===== src/rtl/mesi_isc_breq_arb_n.sv =====
// Broadcast-request front end for the MESI intersection controller: per-CPU request FIFOs with
// one-cycle acks, round-robin arbitration and a tagged write into the downstream broadcast FIFO.
module mesi_isc_breq_arb_n #(
  parameter int unsigned NUM_CPUS            = 4,
  parameter int unsigned CPU_ID_WIDTH        = 2,
  parameter int unsigned ADDR_WIDTH          = 32,
  parameter int unsigned MBUS_CMD_WIDTH      = 3,
  parameter int unsigned BROAD_TYPE_WIDTH    = 2,
  parameter int unsigned BROAD_ID_WIDTH      = 5,
  parameter int unsigned BREQ_FIFO_SIZE      = 2,
  parameter int unsigned BREQ_FIFO_SIZE_LOG2 = 1
) (
  input  logic                               clk,
  input  logic                               rst,
  input  logic [NUM_CPUS*MBUS_CMD_WIDTH-1:0] mbus_cmd_array_i,
  input  logic [NUM_CPUS*ADDR_WIDTH-1:0]     mbus_addr_array_i,
  output logic [NUM_CPUS-1:0]                mbus_ack_array_o,
  input  logic                               broad_fifo_full_i,
  output logic                               broad_fifo_wr_o,
  output logic [BROAD_TYPE_WIDTH-1:0]        broad_type_o,
  output logic [ADDR_WIDTH-1:0]              broad_addr_o,
  output logic [CPU_ID_WIDTH-1:0]            broad_cpu_id_o,
  output logic [BROAD_ID_WIDTH-1:0]          broad_id_o
);

  localparam logic [MBUS_CMD_WIDTH-1:0]   CmdWrBroad = MBUS_CMD_WIDTH'(3);
  localparam logic [MBUS_CMD_WIDTH-1:0]   CmdRdBroad = MBUS_CMD_WIDTH'(4);
  localparam logic [BROAD_TYPE_WIDTH-1:0] BreqTypeWr = BROAD_TYPE_WIDTH'(1);
  localparam logic [BROAD_TYPE_WIDTH-1:0] BreqTypeRd = BROAD_TYPE_WIDTH'(2);
  localparam int unsigned EntryW = BROAD_TYPE_WIDTH + ADDR_WIDTH;
  localparam int unsigned PtrW   = (BREQ_FIFO_SIZE_LOG2 > 0) ? BREQ_FIFO_SIZE_LOG2 : 1;
  localparam int unsigned CntW   = PtrW + 1;

  logic [EntryW-1:0]           mem_q [NUM_CPUS][BREQ_FIFO_SIZE];
  logic [PtrW-1:0]             wr_ptr_q [NUM_CPUS];
  logic [PtrW-1:0]             wr_ptr_d [NUM_CPUS];
  logic [PtrW-1:0]             rd_ptr_q [NUM_CPUS];
  logic [PtrW-1:0]             rd_ptr_d [NUM_CPUS];
  logic [CntW-1:0]             cnt_q [NUM_CPUS];
  logic [CntW-1:0]             cnt_d [NUM_CPUS];
  logic [EntryW-1:0]           push_entry [NUM_CPUS];
  logic [NUM_CPUS-1:0]         push, pop, ack_q;
  logic [CPU_ID_WIDTH-1:0]     rr_q, rr_d, winner, win_hi, win_lo;
  logic                        found_hi, found_lo, grant;
  logic [EntryW-1:0]           head;
  logic [BROAD_ID_WIDTH-1:0]   tag_q, tag_d, id_q;
  logic                        wr_q;
  logic [BROAD_TYPE_WIDTH-1:0] type_q;
  logic [ADDR_WIDTH-1:0]       addr_q;
  logic [CPU_ID_WIDTH-1:0]     cpu_id_q;

  function automatic logic [PtrW-1:0] ptr_inc(input logic [PtrW-1:0] p);
    return (p == PtrW'(BREQ_FIFO_SIZE - 1)) ? '0 : p + 1'b1;
  endfunction

  // Capture: a raised ack blocks the same held command from being queued twice.
  always_comb begin
    push = '0;
    for (int i = 0; i < NUM_CPUS; i++) begin
      logic is_wr, is_rd;
      is_wr = (mbus_cmd_array_i[i*MBUS_CMD_WIDTH +: MBUS_CMD_WIDTH] == CmdWrBroad);
      is_rd = (mbus_cmd_array_i[i*MBUS_CMD_WIDTH +: MBUS_CMD_WIDTH] == CmdRdBroad);
      push[i] = (is_wr || is_rd) && (cnt_q[i] < CntW'(BREQ_FIFO_SIZE)) && !ack_q[i];
      push_entry[i] = {is_wr ? BreqTypeWr : BreqTypeRd,
                       mbus_addr_array_i[i*ADDR_WIDTH +: ADDR_WIDTH]};
    end
  end

  // Round-robin: lowest non-empty index at or above rr_q wins, else lowest below it.
  always_comb begin
    found_hi = 1'b0;
    found_lo = 1'b0;
    win_hi   = '0;
    win_lo   = '0;
    for (int i = NUM_CPUS - 1; i >= 0; i--) begin
      if (cnt_q[i] != '0) begin
        if (CPU_ID_WIDTH'(i) >= rr_q) begin
          found_hi = 1'b1;
          win_hi   = CPU_ID_WIDTH'(i);
        end else begin
          found_lo = 1'b1;
          win_lo   = CPU_ID_WIDTH'(i);
        end
      end
    end
    winner = found_hi ? win_hi : win_lo;
    grant  = (found_hi || found_lo) && !broad_fifo_full_i;
    pop    = '0;
    head   = '0;
    for (int i = 0; i < NUM_CPUS; i++) begin
      if (grant && (winner == CPU_ID_WIDTH'(i))) begin
        pop[i] = 1'b1;
        head   = mem_q[i][rd_ptr_q[i]];
      end
    end
    rr_d  = rr_q;
    tag_d = tag_q;
    if (grant) begin
      rr_d  = (winner == CPU_ID_WIDTH'(NUM_CPUS - 1)) ? '0 : winner + 1'b1;
      tag_d = tag_q + 1'b1;
    end
  end

  always_comb begin
    for (int i = 0; i < NUM_CPUS; i++) begin
      wr_ptr_d[i] = push[i] ? ptr_inc(wr_ptr_q[i]) : wr_ptr_q[i];
      rd_ptr_d[i] = pop[i] ? ptr_inc(rd_ptr_q[i]) : rd_ptr_q[i];
      cnt_d[i]    = cnt_q[i];
      if (push[i] && !pop[i]) cnt_d[i] = cnt_q[i] + 1'b1;
      if (!push[i] && pop[i]) cnt_d[i] = cnt_q[i] - 1'b1;
    end
  end

  always_ff @(posedge clk) begin
    if (rst) begin
      for (int i = 0; i < NUM_CPUS; i++) begin
        wr_ptr_q[i] <= '0;
        rd_ptr_q[i] <= '0;
        cnt_q[i]    <= '0;
      end
      ack_q    <= '0;
      rr_q     <= '0;
      tag_q    <= '0;
      wr_q     <= 1'b0;
      type_q   <= '0;
      addr_q   <= '0;
      cpu_id_q <= '0;
      id_q     <= '0;
    end else begin
      for (int i = 0; i < NUM_CPUS; i++) begin
        wr_ptr_q[i] <= wr_ptr_d[i];
        rd_ptr_q[i] <= rd_ptr_d[i];
        cnt_q[i]    <= cnt_d[i];
      end
      ack_q <= push;
      rr_q  <= rr_d;
      tag_q <= tag_d;
      wr_q  <= grant;
      if (grant) begin
        {type_q, addr_q} <= head;
        cpu_id_q         <= winner;
        id_q             <= tag_q;
      end
    end
  end

  // Storage needs no reset: pointers and counts define validity.
  always_ff @(posedge clk) begin
    for (int i = 0; i < NUM_CPUS; i++) begin
      if (push[i]) mem_q[i][wr_ptr_q[i]] <= push_entry[i];
    end
  end

  assign mbus_ack_array_o = ack_q;
  assign broad_fifo_wr_o  = wr_q;
  assign broad_type_o     = type_q;
  assign broad_addr_o     = addr_q;
  assign broad_cpu_id_o   = cpu_id_q;
  assign broad_id_o       = id_q;

endmodule


===== config.mk =====
export PLATFORM = sky130hd
export DESIGN_NAME = mesi_isc_breq_arb_n
export DESIGN_NICKNAME = d
export VERILOG_FILES = /design/src/rtl/mesi_isc_breq_arb_n.sv
export SDC_FILE = /design/constraint.sdc
export NUM_CORES = 1
export LEC_CHECK = 0
export BUFFER_PORTS_ARGS = -buffer_cell sky130_fd_sc_hd__clkbuf_2
export CAP_MARGIN = 20
export CORE_MARGIN = 2
export CORE_UTILIZATION = 55
export DETAILED_ROUTE_END_ITERATION = 10
export PLACE_DENSITY = 0.77
export REMOVE_ABC_BUFFERS = 1
export SLEW_MARGIN = 20
export SYNTH_ARGS = -nofsm -noshare
export SYNTH_HDL_FRONTEND = slang
export SYNTH_SLANG_ARGS = --single-unit

===== constraint.sdc =====
create_clock -name clk -period 3.8 [get_ports clk]
set_input_delay 0.19 -clock clk [delete_from_list [all_inputs] [get_ports clk]]
set_output_delay 0.19 -clock clk [all_outputs]
set_load 0.01 [all_outputs]

# Word-level counts from Yosys, hierarchy flattened
# Memories as Yosys holds them, arrays and structs flattened.
# Cells that the tools add are included.
totals:
  reg_bits: 53
  mem_bits_rw: 288
  input_bits: 143
  output_inout_bits: 46
  wordCells: 242
  mem_count: 4
op_classes:
  n_addsub: 18
  magnitude_cmp: 20
  n_eq_ne: 11
  n_mux: 113
  bitwise_logic: 20
  reduce_logical: 48
memory_table:
  columns: ["name", "words", "word_bits", "read_ports", "rd_ports_with_merged_regs", "write_ports", "line", "rtl"]
  rows:
  - ["mem_q", 4, 68, 4, 0, 4, "34", "logic [EntryW-1:0] mem_q [NUM_CPUS][BREQ_FIFO_SIZE];"]
  - ["cnt_q", 4, 2, 4, 0, 4, "39", "logic [CntW-1:0] cnt_q [NUM_CPUS];"]
  - ["rd_ptr_q", 4, 1, 4, 0, 4, "37", "logic [PtrW-1:0] rd_ptr_q [NUM_CPUS];"]
  - ["wr_ptr_q", 4, 1, 4, 0, 4, "35", "logic [PtrW-1:0] wr_ptr_q [NUM_CPUS];"]
op_table:
  columns: ["cell", "n"]
  rows:
  - ["$mux 34", 20]
  - ["$mux 68", 4]
  - ["$demux 34 s1", 4]
  - ["$mux 2", 34]
  - ["$mux 1", 51]
  - ["$logic_and 1x1->1", 25]
  - ["$ge 2x2->1 const B", 8]
  - ["$not 1->2", 8]
  - ["$logic_not 1->1", 13]
  - ["$eq 3x2->1 const B", 4]
  - ["$eq 3x3->1 const B", 4]
  - ["$or 1x1->1", 12]
  - ["$add 2x1->2 const B", 5]
  - ["$add 1x1->1 const B", 8]
  - ["$lt 2x1->1 const B", 4]
  - ["$lt 2x2->1 const B", 4]
  - ["$reduce_bool 2->1", 4]
  - ["$sub 2x1->2 const B", 4]
  - ["$add 5x1->5 const B", 1]
  - ["$logic_or 1x1->1", 5]
  - ["$eq 2x2->1 const B", 2]
  - ["$ge 1x2->1 const A", 2]
  - ["$ge 2x2->1 const A", 2]
  - ["$eq 2x1->1 const B", 1]
  - ["$logic_not 2->1", 1]

# Logic depth before layout (Yosys ltp)
depth:
  depth_word: 18
  depth_mapped: 14
  ltp_nobuf: 11

# Worst setup path after synthesis
# No wires, ideal clock.
synth_timing:
  kind: "register to register"
  startpoint: "memory cnt_q[1][1] (netlist bit)"
  endpoint: "register addr_q[8], in the netlist broad_addr_o[8]"
  setup_ps: 86
  arrival_ps: 3094
  required_time_ps: 3714
  setup_slack_ps: 621
  path_stages_with_launch: 12
  path_buffers: 4
  period_less_slack_ps: 3179
  cell_sequence: "dfxtp_1 > or4_4 > clkbuf_1 > clkbuf_1 > o21a_1 > ha_1 > clkbuf_1 > nor3b_1 > clkbuf_1 > o211ai_1 > a221o_1 > a211oi_1"
synth_lines:
  columns: ["element", "line", "rtl"]
  rows:
  - ["start: declaration", "39", null]
  - ["end signal: assignment", "126", "addr_q <= '0;"]
  - ["end signal: assignment", "140", "{type_q, addr_q} <= head;"]
  - ["end: declaration", "49", "logic [ADDR_WIDTH-1:0] addr_q;"]

==> results.toml <==
[sta]
worst_pin_slew_ps = 1093
hold_slack_ps = 20.90
report.final.slew_viol_count = 0
final_hold_viol_count = 0
grt_setup_unrepaired = "false"
timing.final.crit_period_ps = 3086
fin_worst_skew_ps = 11.73
post-route-period-util_pct = 81.22
slew_headroom_pct = 26.85
setup_violations = 0
maxClockFrequency_ghz = 0.3240

[route]
post_drt_via_cell_ratio = 5.868
drt.antenna.violating_nets = 0
detail_route.first_pass.iterations = 5
drc_errors = 0
post_drt_wl_per_cell_um = 22.83
drt-initial-drc-count = 918
via_count = 9166
drt-total-wl_um = 35660

[cts]
clock-root-buffer = "clkbuf_16"
cts-htree-levels = 2
clock_path_buffers = 3
tritoncts.num_buffers = 35
clock_tree_from_tritoncts = "done"
clock_sink_count = 341
cts.reportedPaths.clkPinSlew_ps = 60
post_cts_buffers = 0
holdBufCountCts = 128
post_cts_resized = 0
worst_skew_pair.late_latency_ps = 510

[logic_synthesis]
ys_dominant_reg_cell = "edfxtp_1"
synth-seq-area-share_pct = 69.58
ys_types = 40
syn-instance-count = 902
synthesis_warning_total = 0
yosys_top_cell_area_share_pct = 59.52
synth_register_bits = 341
cell_area_after_synthesis_um2 = 13720
synth.area.top_cells = "edfxtp_1 (60%), dfxtp_1 (10%), mux2_2 (8.0%)"
async_reset_ff_share_pct = 0
leading_area_contributor_after_synthesis = "edfxtp_1"
syn_area_per_cell_um2 = 15.21
synth-edff-count = 272

[layout]
fin_nets = 1363
areaGrowthSynthToFinish_pct = 27.75
post_route_cells_drive_above_1_share_pct = 32.50
finalInstanceArea_um2 = 17530

[setup_path]
r2r_slack_ps = 710
critical_path_arrival_ps = 3510
crit-reg2reg-capture = "broad_addr_o[5]"
slowest_delay_ps = 1020
reg2reg_depth = 4
setup.worst_path.start_class = "flip-flop"
cp.required_ps = 4220
worst-path-max-fanout = 41
critPathKind = "flip-flop to flip-flop"
path_cells = "or4_1 -> o21ai_4 -> a21oi_1 -> a211oi_2"
worst_setup_path_end_kind = "flip-flop"
critical_r2r_launch = "cnt_q[2][1]"
crit_slowest_cell = "o21ai_4"

[power]
power_density_nw_per_um2 = 800.7
switching_power_mw = 5.167
combPwrFrac_pct = 39.7
seq_power_share_pct = 35.9
p_int_mw = 8.871
irDropWorstVdd_mv = 0.6866
static-leakage-power_nw = 6.230
power_mw = 14.04
netSwitchingFraction_pct = 36.81
pwr-share-clk_pct = 24.4

[die]
floorplan.core_area_um2 = 24390
total_die_area_um2 = 26230
floorplan.initialDensity_pct = 56.26
die_x_um = 162.0
die-height_um = 162.0
pin_count = 189
core.rowCount = 57

[flow_run]
maxCapViolCount = 0

[worst_hold_path]
hold_path_depth = 2
min_path_type = "input port to flip-flop"
holdPathEnd = "mem_q[2][33]"
hold_path_origin = "mbus_cmd_array_i[7]"

[global_route]
gr-usage-all-layers_pct = 27.13
grt_antenna_before_repair = 1
globalRouteOverflowTotal = 0
grt_pass1_vias = 9284
largest_net_degree_at_the_start_of_global_routing = 68
wire_length_of_the_first_global_routing_pass_um = 53230

[placed_design]
cell_area_after_placement_um2 = 15010
port_buffers = 188
detailedPlacementHpwl_um = 22110
globalplace.congestion = 0.8679

[outcome]
status = "completed"
[layout make-up]
| cell class | count | area, µm² |
|---|---|---|
| multi-input combinational | 484 | 3940 |
| clock buffer | 50 | 1005 |
| tap | 324 | 405.4 |
| antenna | 1 | 2.502 |
| sequential | 341 | 9553 |
| inverter | 13 | 48.80 |
| clock inverter | 13 | 140.1 |
| fill | 1559 | 6859 |
| timing repair buffer | 336 | 2437 |
[stage by stage]
step | TNS, ps | setup WS [ps] | util [%] | instances
final | 0 | 713.7 | 71.88 | 1562
after global routing | 0 | 606.3 | 71.88 | 1562
after CTS | 0 | 856.3 | 71.48 | 1557
after detailed placement | 0 | 856.9 | 61.53 | 1366
after global placement | 0 | 934.9 | 61.53 | 1366
after floorplan | -21370 | -668.4 | - | 838
[cell usage after synthesis, types with 3 or more instances]
library cell and number:
buf_1 6, buf_6 3, a211oi_1 9, clkbuf_1 45, buf_2 10, edfxtp_1 272, or3_1 5, a221o_1 34
o211ai_1 33, nand3b_1 5, xnor2_1 14, a21oi_1 78, mux2i_1 38, nand2_1 17, dfxtp_1 69, o21ai_0 4
nor2_1 70, xor2_1 6, inv_1 13, o211a_1 4, a211oi_2 28, ha_1 9, mux2_2 98, nor3b_1 5
o21ai_1 5
[logic make-up after synthesis]
group	count (synthesis)	share of synthesized area (%)
flops	341	69.58
mux	136	10.81
buf+inv	77	2.361
compound gates	207	11.50
xor+xnor	20	1.276
simple gates	112	3.647
fa+ha+maj	9	0.8206
[layer usage]
metal | part of all wire [%] | vias to the layer above | global-route usage [%]
met5 | 0 | - | 0
met4 | 2.9 | 0 | 8.367
met3 | 9.4 | 78 | 6.716
met2 | 47 | 488 | 43.04
met1 | 41 | 4488 | 37.41
li1 | - | 4112 | -
[registers in the layout, summed over array words and instances (netlist names)]
name              cells
broad_cpu_id_o        2
broad_id_o            5
cnt_q                 8
broad_addr_o         32
broad_fifo_wr_o       1
rr_q                  2
wr_ptr_q              4
rd_ptr_q              4
tag_q                 5
mem_q               272
mbus_ack_array_o      4
broad_type_o          2
[worst max path at each step]
stage	cells after the start	start	end	slack, ps
global placement	9	cnt_q[1][1]	broad_addr_o[10]	930
finish	4	cnt_q[2][1]	broad_addr_o[5]	710
CTS	9	cnt_q[1][1]	broad_addr_o[24]	860
detailed placement	9	cnt_q[1][1]	broad_addr_o[10]	860
floorplan	8	cnt_q[1][1]	broad_addr_o[31]	-670
global route	4	cnt_q[0][1]	broad_addr_o[31]	610
[placed cells by master (no fill, tap or decap), types with 8 or more instances in the layout]
master / n
edfxtp_1: 272
clkbuf_2: 187
dlygate4sd3_1: 128
mux2_2: 98
a21oi_1: 77
dfxtp_1: 66
nor2_1: 62
mux2i_1: 38
clkbuf_16: 37
a221o_1: 34
o211ai_1: 33
a211oi_2: 28
nand2_1: 17
buf_4: 16
xnor2_1: 14
inv_1: 13
clkbuf_1: 10
a211oi_1: 9
nor2_4: 8
ha_1: 8
[critical path: cells and delay by family, from the launching register on]
family | cells | cell delay (ps)
AND/OR/NAND/NOR | 1 | 970
flip-flops | 1 | 370
AO/OA/AOI/OAI | 3 | 1630
[power by group through the flow]
stage | Combinational (mW) | Sequential (mW) | Clock (mW)
5_1_grt | 5.96 | 5.08 | 3.60
4_1_cts | 5.37 | 5.01 | 3.44
3_5_place_dp | 5.24 | 5.09 | 0
2_1_floorplan | 3.50 | 5.04 | 0
3_3_place_gp | 5.12 | 5.07 | 0
6_report | 5.58 | 5.04 | 3.42
No activity file was read; power rests on OpenSTA's default activity.
